$ cat src/rtl/wta_pwm_pkg.sv
// Shared types and helpers for the winner-take-all PWM core.
package wta_pwm_pkg;

  typedef enum logic [1:0] {IDLE, SCAN, DONE} state_e;

  localparam int SAT_MAX_W = 32;

  function automatic int idx_w(input int n);
    return (n < 2) ? 1 : $clog2(n);
  endfunction

  // Increment a w-bit counter (carried in a 32-bit container), stick at all-ones.
  function automatic logic [SAT_MAX_W-1:0] sat_inc(input logic [SAT_MAX_W-1:0] a,
                                                   input logic inc, input int w);
    logic [SAT_MAX_W-1:0] max;
    max = (w >= SAT_MAX_W) ? '1 : ((SAT_MAX_W'(1) << w) - SAT_MAX_W'(1));
    return (inc && (a < max)) ? a + SAT_MAX_W'(1) : a;
  endfunction

endpackage

$ cat src/rtl/wta_pwm_acc.sv
// One channel: saturating high-time accumulator and its end-of-frame snapshot.
module wta_pwm_acc
  import wta_pwm_pkg::*;
#(
  parameter int CNT_W = 8
) (
  input  logic             clk,
  input  logic             rst_n,
  input  logic             i_ena,
  input  logic             i_pwm,
  input  logic             i_frame_end,
  output logic [CNT_W-1:0] o_snap
);

  logic [CNT_W-1:0] r_acc;
  logic [CNT_W-1:0] r_snap;
  logic [CNT_W-1:0] w_sum;

  // The last cycle of the frame still counts, so the snapshot takes acc+pwm.
  assign w_sum  = CNT_W'(sat_inc(SAT_MAX_W'(r_acc), i_pwm, CNT_W));
  assign o_snap = r_snap;

  always_ff @(posedge clk or negedge rst_n) begin
    if (!rst_n) begin
      r_acc  <= '0;
      r_snap <= '0;
    end else if (i_ena) begin
      if (i_frame_end) begin
        r_snap <= w_sum;
        r_acc  <= '0;
      end else begin
        r_acc  <= w_sum;
      end
    end
  end

endmodule

$ cat src/rtl/wta_pwm_core.sv
// Winner-take-all over N_CH PWM inputs: per-frame high-time measurement,
// sequential scan of the snapshots, registered winner report and PWM mux.
module wta_pwm_core
  import wta_pwm_pkg::*;
#(
  parameter  int N_CH      = 8,
  parameter  int CNT_W     = 8,
  parameter  int FRAME_LEN = 256,
  localparam int IDX_W     = idx_w(N_CH),
  localparam int FC_W      = idx_w(FRAME_LEN)
) (
  input  logic             clk,
  input  logic             rst_n,
  input  logic             i_ena,
  input  logic [N_CH-1:0]  i_pwm_in,
  input  logic [CNT_W-1:0] i_min_cnt,
  input  logic             i_tie_mode,
  output logic [IDX_W-1:0] o_winner_idx,
  output logic [CNT_W-1:0] o_winner_cnt,
  output logic             o_winner_none,
  output logic             o_tie,
  output logic             o_result_valid,
  output logic             o_frame_tick,
  output logic             o_busy,
  output logic             o_pwm_out
);

  // A frame end must never land while a scan is still running.
  if (N_CH < 2 || FRAME_LEN < N_CH + 2 || CNT_W > SAT_MAX_W) begin : g_bad_cfg
    $error("wta_pwm_core: invalid parameter set");
  end

  logic [FC_W-1:0]             r_frame_cnt;
  logic                        w_frame_end;
  logic [N_CH-1:0][CNT_W-1:0]  w_snap;
  logic [CNT_W-1:0]            w_cur;

  state_e                      r_state, w_state_nxt;
  logic [IDX_W-1:0]            r_idx, r_bidx;
  logic [CNT_W-1:0]            r_best;
  logic                        r_tie_scan;

  logic [IDX_W-1:0]            r_winner_idx;
  logic [CNT_W-1:0]            r_winner_cnt;
  logic                        r_winner_none;
  logic                        r_tie;
  logic                        r_pwm_out;

  assign w_frame_end = i_ena && (r_frame_cnt == FC_W'(FRAME_LEN - 1));

  always_ff @(posedge clk or negedge rst_n) begin
    if (!rst_n)           r_frame_cnt <= '0;
    else if (w_frame_end) r_frame_cnt <= '0;
    else if (i_ena)       r_frame_cnt <= r_frame_cnt + FC_W'(1);
  end

  for (genvar g = 0; g < N_CH; g++) begin : g_ch
    wta_pwm_acc #(.CNT_W(CNT_W)) u_acc (
      .clk         (clk),
      .rst_n       (rst_n),
      .i_ena       (i_ena),
      .i_pwm       (i_pwm_in[g]),
      .i_frame_end (w_frame_end),
      .o_snap      (w_snap[g])
    );
  end

  always_ff @(posedge clk or negedge rst_n) begin
    if (!rst_n) r_state <= IDLE;
    else        r_state <= w_state_nxt;
  end

  always_comb begin
    w_state_nxt = r_state;
    case (r_state)
      IDLE:    if (w_frame_end) w_state_nxt = SCAN;
      SCAN:    if (r_idx == IDX_W'(N_CH - 1)) w_state_nxt = DONE;
      DONE:    w_state_nxt = IDLE;
      default: w_state_nxt = IDLE;
    endcase
  end

  assign w_cur = w_snap[r_idx];

  always_ff @(posedge clk or negedge rst_n) begin
    if (!rst_n) begin
      r_idx      <= '0;
      r_bidx     <= '0;
      r_best     <= '0;
      r_tie_scan <= 1'b0;
    end else if (r_state == IDLE) begin
      if (w_frame_end) begin
        r_idx      <= '0;
        r_bidx     <= '0;
        r_best     <= '0;
        r_tie_scan <= 1'b0;
      end
    end else if (r_state == SCAN) begin
      if (w_cur > r_best) begin
        r_best     <= w_cur;
        r_bidx     <= r_idx;
        r_tie_scan <= 1'b0;
      end else if (w_cur == r_best && r_idx != '0) begin
        r_tie_scan <= 1'b1;
        // Hysteresis: the standing winner keeps a tie instead of the lowest index.
        if (i_tie_mode && r_idx == r_winner_idx) r_bidx <= r_idx;
      end
      r_idx <= r_idx + IDX_W'(1);
    end
  end

  always_ff @(posedge clk or negedge rst_n) begin
    if (!rst_n) begin
      r_winner_idx  <= '0;
      r_winner_cnt  <= '0;
      r_winner_none <= 1'b0;
      r_tie         <= 1'b0;
      r_pwm_out     <= 1'b0;
    end else begin
      if (r_state == DONE) begin
        r_winner_cnt <= r_best;
        r_tie        <= r_tie_scan;
        if (r_best < i_min_cnt) begin
          r_winner_none <= 1'b1;
        end else begin
          r_winner_none <= 1'b0;
          r_winner_idx  <= r_bidx;
        end
      end
      r_pwm_out <= i_pwm_in[r_winner_idx] & ~r_winner_none;
    end
  end

  assign o_winner_idx   = r_winner_idx;
  assign o_winner_cnt   = r_winner_cnt;
  assign o_winner_none  = r_winner_none;
  assign o_tie          = r_tie;
  assign o_pwm_out      = r_pwm_out;
  assign o_result_valid = (r_state == DONE);
  assign o_busy         = (r_state != IDLE);
  assign o_frame_tick   = w_frame_end;

endmodule
$ cat config.mk
export PLATFORM = sky130hd
export DESIGN_NAME = wta_pwm_core
export DESIGN_NICKNAME = d
export VERILOG_FILES = /design/src/rtl/wta_pwm_pkg.sv /design/src/rtl/wta_pwm_acc.sv /design/src/rtl/wta_pwm_core.sv
export SDC_FILE = /design/constraint.sdc
export NUM_CORES = 1
export LEC_CHECK = 0
export CORE_ASPECT_RATIO = 0.6
export CORE_UTILIZATION = 55
export CTS_BUF_LIST = sky130_fd_sc_hd__clkbuf_2
export DETAILED_ROUTE_END_ITERATION = 12
export PLACE_DENSITY_LB_ADDON = 0.25
export SYNTH_ARGS = -nofsm -noshare
export SYNTH_HDL_FRONTEND = slang
export SYNTH_SLANG_ARGS = --single-unit
$ cat constraint.sdc
create_clock -name clk -period 3.3 [get_ports clk]
set_input_delay 0.99 -clock clk [delete_from_list [all_inputs] [get_ports clk]]
set_output_delay 0.99 -clock clk [all_outputs]
set_load 0.01 [all_outputs]
==> results.md <==
* Switching Power at 0.00161 W
* Synth async-reset ratio at 1.00
* 1st-iter DRT viols at 722
* Pre-antenna DRT Iters at 9
* Final-layout fill cell count at 1,256
* Total number of vias at 7,010
* MaxCap Viol Count at 0
* Crit share post-route at 0.983
* Slowest stage delay, CP at 490 ps
* Final Hold Fails at 0
* Clk Latency, worst-skew pair at 760 ps
* Ys Warns at 0
* Crit-path cells: clkdlybuf4s50_1 > nand2_2 > or3_4 > clkinv_1 > dlygate4sd2_1
* Area delta synth->final at 11.7%
* Crit. End Element: output pin
* PD cells at 478 nW/um2
* Cell area after layout at 9940 um2
* Initial antenna violation count at 1
* Clock Pin Slew Worst Setup and Hold Paths at 280 ps
* Final ANT Viol Nets at 0
* Share of layout cells above drive strength 1 at 0.112
* Worst EP required at 2310 ps
* Min Hold Slack at 190 ps
* Post-route setup TNS at 0 ps
* Most frequent cells in the layout: dfrtp_1 (167), nand2_1 (152), o21ai_0 (128), a21oi_1 (37)
* CP startpoint kind: primary input
* Vias in the first global route at 6,285
* Final cell count without fillers at 1,169
* Core area at 15,600 um2
* Largest net degree at the start of global routing at 77
* Port Buffers at 36
* Synth area leader: dfrtp_1
* Final Max Slew Viols at 0
* Failing checks: DRC
* Total CTS buffers at 17
* Clock power share at 0.261
* First-pass GRT wire length at 34,300 um
* DR vias/cell at 6.00
* Die area at 16,700 um2
* Grt ovf at 0
* Nets@finish at 1,000
* Root Buffer: clkbuf_2
* Clock buffer depth at 2
* Max IR drop VDD at 0.000313 V
* Hold buffers post-CTS at 0
* WL final at 21,400 um
* Pre-CTS setup slack at -245 ps
* Final WS setup at 57.7 ps
* Flop pwr share at 0.558
* Post-layout minimum cycle time at 3240 ps
* DIE HEIGHT at 100 um
* Drt drc at 1
* Syn Nets at 958
* Final setup fails at 0
* Mean area per synthesized cell at 9.76 um2
* Post-synth top area share at 0.470
* CTS tree: done
* F_max at 308 MHz
* Critical path arrival at 2250 ps
* Mapped Cells at 911
* CP Max Fanout at 3
* Core Rows at 35
* Starting density of the core at 0.570
* Slew @ Worst Pin at 666 ps
* CTS H-tree depth at 4
* Die Width at 166 um
* Critical path's slowest cell: clkdlybuf4s50_1
* Hpwl dp at 15,100 um
* RSZ-0062 raised after global routing: yes
* TritonCTS Sinks at 167
* Avg WL per Cell at 18.3 um
* Synth Flop Type: dfrtp_1
* IO Count at 37
* GRT Total Usage at 0.269
* Seq/Total Area, Yosys at 0.470
* Worst hold path type: primary input to asynchronous set/reset pin
* Synth Register Bits at 167
* Net Sw Frac at 0.339
* Max transition margin at 0.556
* P_int at 0.00314 W
* Diodes inserted at 0
* Combinational share of power at 0.181
* Status: finished, violations left
* Post-DP Area at 9610 um2
* Inst Count DP at 1,134
* Setup Skew at 45.2 ps
* WS Path Type: primary input to output pin
* Static leakage at 4.40 nW
* Synthesized area at 8890 um2
* Final GP Congestion at 0.856
* Synth top area cells: dfrtp_1 (47%), o21ai_0 (7.2%), nand2_1 (6.5%)
* Netlist cell types at 52
* Post-synth EDFFs at 0
* Commonest non-fill, non-tap cell in the layout: dfrtp_1
## per-stage QoR
stage | total power (W) | util
after CTS | 0.00475 | 0.635
after global routing | 0.00502 | 0.637
after floorplan | 0.00318 | -
final | 0.00475 | 0.637
after detailed placement | 0.00350 | 0.617
after global placement | 0.00346 | 0.617
## worst paths after layout
check	from	endpoint	slack (ps)	cells after the start
setup / recovery	i_ena	o_frame_tick	60	5
hold / removal	rst_n	g_ch[4].u_acc.o_snap[2]$_DFFE_PN0P_	190	1
setup reg to reg	r_idx[0]$_DFFE_PN0P_	r_best[0]$_DFFE_PN0P_	180	9
hold reg to reg	o_winner_none$_DFFE_PN0P_	o_pwm_out$_DFF_PN0_	470	1
max in group asynchronous	rst_n	g_ch[0].u_acc.o_snap[7]$_DFFE_PN0P_	2330	2
min in group clk	o_winner_none$_DFFE_PN0P_	o_pwm_out$_DFF_PN0_	470	1
## what timing repair did
action	4_1_cts	5_1_grt
pin swaps	0	1
endpoints found under the setup margin	2	6
setup buffers	2	1
gates resized for setup	2	5
## critical path, delay by kind of cell
| family | cells | cell delay (ps) |
|---|---|---|
| buffers and inverters | 3 | 810 |
| and+or+nand+nor | 2 | 460 |
## power groups by stage
| stage | combinational [W] | sequential (W) | clock [W] |
|---|---|---|---|
| after CTS | 0.000851 | 0.00264 | 0.00126 |
| final | 0.000862 | 0.00265 | 0.00124 |
| after detailed placement | 0.000829 | 0.00267 | 0 |
| after global placement | 0.000798 | 0.00266 | 0 |
| after floorplan | 0.000618 | 0.00256 | 0 |
| after global routing | 0.000971 | 0.00270 | 0.00135 |
## cells in the mapped netlist (all sizes together), types with 13 or more instances
cell type and count:
mux2i 18, mux4 18, a22o 14, xor2 24, o21ai 128, nand3 21
mux2 17, and3 20, nand2 153, nand4 17, nor2 35, inv 29
ha 27, clkbuf 35, a21oi 38, dfrtp 167, a31oi 13, o31ai 15
xnor2 23
## cell families (layout without fill, tap and decap cells)
| family | count (synthesis) | in the layout | share of synthesized area |
|---|---|---|---|
| adders and majority gates | 27 | 27 | 0.0380 |
| AOI/OAI and AO/OA | 255 | 255 | 0.176 |
| and+or+nand+nor | 287 | 287 | 0.148 |
| buffers and inverters | 75 | 130 | 0.0335 |
| DFF | 167 | 167 | 0.470 |
| muxes | 53 | 53 | 0.0878 |
| xor gates and xnor gates | 47 | 47 | 0.0463 |
## per-layer routing
layer  vias up  part of all wire  track usage
met3        16             0.084       0.0601
met2       230              0.39        0.358
met4         0            0.0081       0.0597
li1       3368                 -            -
met5         -                 0            0
met1      3396              0.51        0.438
## flip-flops by register name, indices dropped and copies added, names as in the netlist
register	flops
g_ch.u_acc.o_snap	64
g_ch.u_acc.r_acc	64
o_pwm_out	1
o_tie	1
o_winner_cnt	8
o_winner_idx	3
o_winner_none	1
r_best	8
r_bidx	3
r_frame_cnt	8
r_idx	3
r_state	2
r_tie_scan	1
## final cells by class
| cell class | count | area, um2 | area share |
|---|---|---|---|
| flip-flops and latches | 167 | 4180 | 0.421 |
| clock buffers | 17 | 85.1 | 0.00856 |
| clock inverters | 15 | 193 | 0.0194 |
| repair buffers | 66 | 673 | 0.0677 |
| well taps | 203 | 254 | 0.0256 |
| multi-input cells | 669 | 4430 | 0.446 |
| inverters | 32 | 120 | 0.0121 |
Power figures use the tool's default switching activity.
